**config.mk**
```make
export PLATFORM = sky130hd
export DESIGN_NAME = timebase_ticker_flat
export DESIGN_NICKNAME = d
export VERILOG_FILES = /design/src/rtl/timebase_pkg.sv /design/src/rtl/timebase_ticker_if.sv /design/src/rtl/timebase_prescaler.sv /design/src/rtl/timebase_ticker.sv /design/src/flat_wrapper.sv
export SDC_FILE = /design/constraint.sdc
export NUM_CORES = 1
export LEC_CHECK = 0
export CELL_PAD_IN_SITES_DETAIL_PLACEMENT = 0
export CELL_PAD_IN_SITES_GLOBAL_PLACEMENT = 2
export CORE_UTILIZATION = 35
export DETAILED_ROUTE_END_ITERATION = 12
export GPL_ROUTABILITY_DRIVEN = 0
export HOLD_SLACK_MARGIN = 0.03
export PLACE_DENSITY_LB_ADDON = 0.1
export SYNTH_ARGS = -nofsm -noshare
export SYNTH_HDL_FRONTEND = slang
export SYNTH_SLANG_ARGS = --single-unit
```
**constraint.sdc**
```tcl
create_clock -name clk -period 9.5 [get_ports clk]
set_clock_uncertainty 0.2 [all_clocks]
set_input_delay 1.9 -clock clk [delete_from_list [all_inputs] [get_ports clk]]
set_output_delay 1.9 -clock clk [all_outputs]
set_load 0.01 [all_outputs]
```
**src/rtl/timebase_pkg.sv**
```systemverilog
// Shared constants and elaboration-time helpers for the timebase ticker.
// Mode encodings match the per-channel `mode` input bits.
package timebase_pkg;

  localparam logic MODE_PERIODIC = 1'b0;
  localparam logic MODE_ONESHOT  = 1'b1;

  // True when the clock divides evenly into base ticks of at least two cycles.
  function automatic bit div_ok(input int unsigned clk_hz, input int unsigned tick_hz);
    if (tick_hz == 0) return 1'b0;
    if ((clk_hz % tick_hz) != 0) return 1'b0;
    return (clk_hz / tick_hz) >= 2;
  endfunction

  // Clamped to 2 on bad parameters so widths stay legal while the check reports.
  function automatic int unsigned calc_div(input int unsigned clk_hz, input int unsigned tick_hz);
    if (!div_ok(clk_hz, tick_hz)) return 2;
    return clk_hz / tick_hz;
  endfunction

endpackage

```
**src/rtl/timebase_ticker_if.sv**
```systemverilog
// Control and pulse bundle between a timebase_ticker and its user.
// The user side is master (drives configuration), the ticker is slave.
interface timebase_ticker_if #(
  parameter int unsigned NCH = 4,
  parameter int unsigned CW  = 8
);

  logic              en;
  logic [NCH-1:0]    ch_en;
  logic [NCH-1:0]    mode;
  logic [NCH-1:0]    start;
  logic [NCH*CW-1:0] period;
  logic              base_tick;
  logic [NCH-1:0]    tick;
  logic [NCH-1:0]    busy;

  modport master (
    output en, ch_en, mode, start, period,
    input  base_tick, tick, busy
  );

  modport slave (
    input  en, ch_en, mode, start, period,
    output base_tick, tick, busy
  );

endinterface

```
**src/rtl/timebase_prescaler.sv**
```systemverilog
// Shared prescaler: emits a one-cycle base_tick every DIV enabled clk cycles.
// Disabling freezes the phase so it resumes exactly where it stopped.
module timebase_prescaler #(
  parameter int unsigned DIV = 4
) (
  input  logic clk,
  input  logic rst,
  input  logic en,
  output logic base_tick
);

  localparam int unsigned   PW       = $clog2(DIV);
  localparam logic [PW-1:0] PRE_LAST = PW'(DIV - 1);

  logic [PW-1:0] pre;

  // NOTE: sequential state uses non-blocking assignments so every flop updates from pre-edge values.
  always_ff @(posedge clk) begin
    if (rst) begin
      pre       <= '0;
      base_tick <= 1'b0;
    end else if (en) begin
      if (pre == PRE_LAST) begin
        pre       <= '0;
        base_tick <= 1'b1;
      end else begin
        pre       <= pre + PW'(1);
        base_tick <= 1'b0;
      end
    end else begin
      base_tick <= 1'b0;
    end
  end

endmodule

```
**src/rtl/timebase_ticker.sv**
```systemverilog
// Multi-channel timebase: one shared prescaler feeding NCH base-tick counters,
// each periodic or one-shot, producing single-cycle enable pulses on clk.
module timebase_ticker
  import timebase_pkg::*;
#(
  parameter int unsigned CLK_HZ  = 50_000_000,
  parameter int unsigned TICK_HZ = 1,
  parameter int unsigned NCH     = 4,
  parameter int unsigned CW      = 8
) (
  input logic              clk,
  input logic              rst,
  timebase_ticker_if.slave bus
);

  localparam int unsigned DIV = calc_div(CLK_HZ, TICK_HZ);

  if (!div_ok(CLK_HZ, TICK_HZ)) begin : g_div_check
    $error("timebase_ticker: CLK_HZ/TICK_HZ must be an integer >= 2");
  end

  logic base_tick;

  timebase_prescaler #(.DIV(DIV)) u_prescaler (
    .clk       (clk),
    .rst       (rst),
    .en        (bus.en),
    .base_tick (base_tick)
  );

  assign bus.base_tick = base_tick;

  for (genvar i = 0; i < NCH; i++) begin : g_ch
    logic [CW-1:0] per;
    logic [CW-1:0] cnt_q, cnt_d;
    logic          busy_q, busy_d;
    logic          tick_q, tick_d;

    // Period is read live; a shrink below the current count wraps on the next tick.
    assign per = bus.period[i*CW +: CW];

    // NOTE: every variable gets its default first so no latch is inferred on untaken branches.
    always_comb begin
      cnt_d  = cnt_q;
      busy_d = busy_q;
      tick_d = 1'b0;
      if (!bus.ch_en[i]) begin
        cnt_d  = '0;
        busy_d = 1'b0;
      end else if (bus.start[i]) begin
        cnt_d  = '0;
        busy_d = bus.mode[i];
      end else if (per == '0) begin
        cnt_d = '0;
      end else if (bus.mode[i] == MODE_ONESHOT && !busy_q) begin
        cnt_d = cnt_q;
      end else if (base_tick) begin
        if (cnt_q >= per - CW'(1)) begin
          cnt_d  = '0;
          tick_d = 1'b1;
          if (bus.mode[i] == MODE_ONESHOT) busy_d = 1'b0;
        end else begin
          cnt_d = cnt_q + CW'(1);
        end
      end
      // A channel switched to periodic never reports itself armed.
      if (bus.mode[i] == MODE_PERIODIC) busy_d = 1'b0;
    end

    always_ff @(posedge clk) begin
      if (rst) begin
        cnt_q  <= '0;
        busy_q <= 1'b0;
        tick_q <= 1'b0;
      end else begin
        cnt_q  <= cnt_d;
        busy_q <= busy_d;
        tick_q <= tick_d;
      end
    end

    assign bus.tick[i] = tick_q;
    assign bus.busy[i] = busy_q;
  end

endmodule

```
**src/flat_wrapper.sv**
```systemverilog
// flat-port wrapper written by rule: the top's interface ports become plain ports
module timebase_ticker_flat import timebase_pkg::*;
#(
  parameter int unsigned CLK_HZ  = 50_000_000,
  parameter int unsigned TICK_HZ = 1,
  parameter int unsigned NCH     = 4,
  parameter int unsigned CW      = 8
)
  (clk, rst, bus_en, bus_ch_en, bus_mode, bus_start, bus_period, bus_base_tick, bus_tick, bus_busy);
  timebase_ticker_if #(.NCH(NCH), .CW(CW)) bus_i ();
  input logic clk;
  input logic rst;
  input wire logic [$bits(bus_i.en)-1:0] bus_en;
  input wire logic [$bits(bus_i.ch_en)-1:0] bus_ch_en;
  input wire logic [$bits(bus_i.mode)-1:0] bus_mode;
  input wire logic [$bits(bus_i.start)-1:0] bus_start;
  input wire logic [$bits(bus_i.period)-1:0] bus_period;
  output wire logic [$bits(bus_i.base_tick)-1:0] bus_base_tick;
  output wire logic [$bits(bus_i.tick)-1:0] bus_tick;
  output wire logic [$bits(bus_i.busy)-1:0] bus_busy;
  assign bus_i.en = bus_en;
  assign bus_i.ch_en = bus_ch_en;
  assign bus_i.mode = bus_mode;
  assign bus_i.start = bus_start;
  assign bus_i.period = bus_period;
  assign bus_base_tick = bus_i.base_tick;
  assign bus_tick = bus_i.tick;
  assign bus_busy = bus_i.busy;
  timebase_ticker #(.CLK_HZ(CLK_HZ), .TICK_HZ(TICK_HZ), .NCH(NCH), .CW(CW)) u_core (.clk(clk), .rst(rst), .bus(bus_i));
endmodule
```
==> run_results.csv <==
group,metric,value,unit
status,status,"complete, no violations",
synth,synth_async_sr_flop_share,0,%
sta,report.final.hold_viol_count,0,
detailed_routing,drc,0,
clocking,cts-resized-gates,0,
layout,nets,670,
detailed_routing,ant_nets,0,
clocking,cts.htree.levels,3,
run,cap_violations,0,
synth,seq_area_frac_synth,30.8,%
layout,areaGrowthSynthToFinish,21.7,%
worst_setup_path,crit_chain,"clkdlybuf4s50_1 > or4_1 > nor2_1 > nand2_1 > xnor2_1 > ha_1 > nand2_1 > nor2_1 > a211oi_1 > a21oi_1 > nor2b_1",
clocking,cts_buffer_depth,2,
floorplan,die_area,0.0129,mm²
layout,fillCellCount,1201,
grt,overflow,0,
placed_design,post-place-ws,4.31,ns
layout,drive_gt1_share,4.12,%
clocking,cts_buffers,9,
layout,final_common_cell,"dfxtp_1",
grt,grt_max_degree,24,
worst_setup_path,cp_top_family,"simple AND/OR/NAND/NOR gates",
grt,gr-usage-all-layers,16.5,%
grt,grt_pass1_wl,17200,µm
grt,antenna_found_initial,0,
layout,final_cell_mix,"dfxtp_1 (67), nor2_1 (61), clkdlybuf4s50_1 (55)",
placed_design,dpl_cell_area,0.00500,mm²
layout,multi_input_area,0.00280,mm²
synth,synth_fp_nets,620,
sta,tightestPinTransition,1.12,ns
detailed_routing,num_vias,3769,
pwr,p_switching,0.000159,W
worst_hold_path,hp-class,"reg2reg",
worst_setup_path,crit_path_max_fanout,7,
clocking,holdBufCountCts,0,
worst_setup_path,cp-start-kind,"input port",
placed_design,numPortBuffers,55,
sta,post-route-period-util,51.2,%
sta,grt_setup_unrepaired,"no",
sta,max_slew_margin,24.7,%
clocking,cts_sinks,67,
detailed_routing,vias_per_cell,5.02,
layout,antenna_cells,0,
pwr,swShare,23.2,%
worst_setup_path,path_class,"in2reg",
sta,fmax,0.205,GHz
sta,fin_tns_setup,0,ns
synth,synth_cells,528,
detailed_routing,totalWireLength,9970,µm
synth,ys_types,49,
synth,yosys-top-cells-area,"dfxtp_1 (31%), ha_1 (13%), xnor2_1 (7.0%)",
pwr,internal_power,0.000526,W
floorplan,initial_utilization,36.1,%
synth,netlist_area,0.00436,mm²
floorplan,io_pins,56,
pwr,finalPower,0.000685,W
layout,finalInstanceArea,0.00530,mm²
sta,maxSlewViolCount,0,
floorplan,core,0.0121,mm²
pwr,seq_power_share,41.5,%
sta,setup_violations,0,
synth,synth.avg_cell_area,8.25,µm²
pwr,pwr-share-comb,9.3,%
pwr,p_per_area,129,mW/mm²
worst_setup_path,critical_path_required,9.51,ns
clocking,clock-root-buffer,"clkbuf_16",
synth,ys_ff_latch,67,
worst_setup_path,cp.arrival,4.88,ns
sta,fin_crit,4.87,ns
pwr,p_leak,1.92,nW
grt,grt_pass1_vias,3587,
synth,synth.top_cell.area_share,30.8,%
synth,synth-main-ff-cell,"dfxtp_1",
pwr,ir_drop,97.7,µV
clocking,clkLatencyLatePin,0.33,ns
clocking,tritoncts,"built",
synth,yosysWarnings,0,
synth,yosysTopAreaCell,"dfxtp_1",
pwr,clockPowerShare,49.2,%
floorplan,row_count,40,
worst_setup_path,slowest_stage,"a211oi_1",
placed_design,hpwl,7600,µm
clocking,post_cts_buffers,0,
detailed_routing,routedWlPerCell,13.3,µm
synth,synth-edff-count,0,
detailed_routing,firstDrtPassIters,4,
floorplan,die-height,114,µm
worst_setup_path,cp_num_buf_inv,1,
detailed_routing,drt_iter0_markers,206,
sta,setup_slack,4.63,ns
worst_setup_path,crit_path_end_kind,"flip-flop",
worst_setup_path,timing.critical_path.slowest_cell_delay,0.73,ns
clocking,clk_pin_slew,0.06,ns
layout,seqCellArea,0.00134,mm²
floorplan,dieWidth,114,µm
-- worst paths after layout --
kind | from | slack (ns) | endpoint | depth (start not counted)
hold / removal | u_core.g_ch[3].cnt_q[0] | 0.29 | u_core.g_ch[3].cnt_q[0] | 2
setup / recovery | bus_period[19] | 4.63 | u_core.g_ch[2].tick_q | 11
setup reg to reg | u_core.u_prescaler.pre[2] | 7.05 | u_core.u_prescaler.pre[13] | 5
hold reg to reg | u_core.g_ch[3].cnt_q[0] | 0.29 | u_core.g_ch[3].cnt_q[0] | 2
-- worst register-to-register path: stages (launching register included) --
cell	delay, ns
dfxtp_1	0.39
and4_1	0.37
nand2_4	0.11
nor4_2	0.44
or2_1	0.70
nor2_1	0.12
-- routing by layer --
layer / up-vias / share of wire, % / track usage [%]
li1: 1973 / - / -
met4: 0 / 0.94 / 3.68
met1: 1752 / 52 / 22.8
met3: 7 / 3.0 / 4.41
met2: 37 / 44 / 25.8
met5: - / 0 / 0
-- cell usage after synthesis, types with 4 or more instances --
cell type	number
nand3_1	22
buf_4	10
a21oi_1	21
xor2_1	28
o21ai_1	4
nor2_1	61
a31oi_1	9
nor3_1	24
xnor2_1	35
ha_1	45
o21ai_0	12
nor4_1	8
inv_1	26
nand4_1	24
and3_1	11
nor2b_1	11
a211oi_1	5
nor4b_1	4
nand2_1	48
dfxtp_1	67
o211ai_1	4
-- registers in the layout (all words and copies together), names as in the netlist --
name,cells
u_core.g_ch.cnt_q,32
u_core.u_prescaler.pre,26
u_core.g_ch.busy_q,4
u_core.g_ch.tick_q,4
u_core.u_prescaler.base_tick,1
-- cell families (layout without fill, tap and decap cells) --
family,count (synthesis),after routing,share of synthesized area (%)
and+or+nand+nor,240,240,28.4
AOI/OAI and AO/OA,70,70,9.94
DFF,67,67,30.8
xor gates and xnor gates,63,63,12.7
adders and majority gates,45,45,12.9
buffers and inverters,42,97,5.00
muxes,1,1,0.230
-- area by class of cell --
type,count,area share (%)
Clock inverter,6,1.20
Tap cell,168,3.97
Timing Repair Buffer,55,10.4
Multi-Input combinational cell,419,52.8
Inverter,26,1.84
Clock buffer,10,4.51
Sequential cell,67,25.3
-- metrics by stage --
step                      utilization, %  cells  hold WS (ns)
after floorplan                        -    528         0.262
final                               43.9    751         0.292
after global placement              41.4    735         0.280
after global routing                43.9    751         0.324
after detailed placement            41.4    735         0.286
after CTS                           43.9    751         0.294
-- power by group through the flow --
| stage | sequential (W) | combinational, W | clock [W] |
|---|---|---|---|
| floorplan | 0.000290 | 0.0000337 | 0 |
| global placement | 0.000290 | 0.0000634 | 0 |
| detailed placement | 0.000290 | 0.0000643 | 0 |
| CTS | 0.000284 | 0.0000649 | 0.000348 |
| global route | 0.000284 | 0.0000727 | 0.000361 |
| finish | 0.000284 | 0.0000640 | 0.000337 |
(Power assumes the default switching activity.)
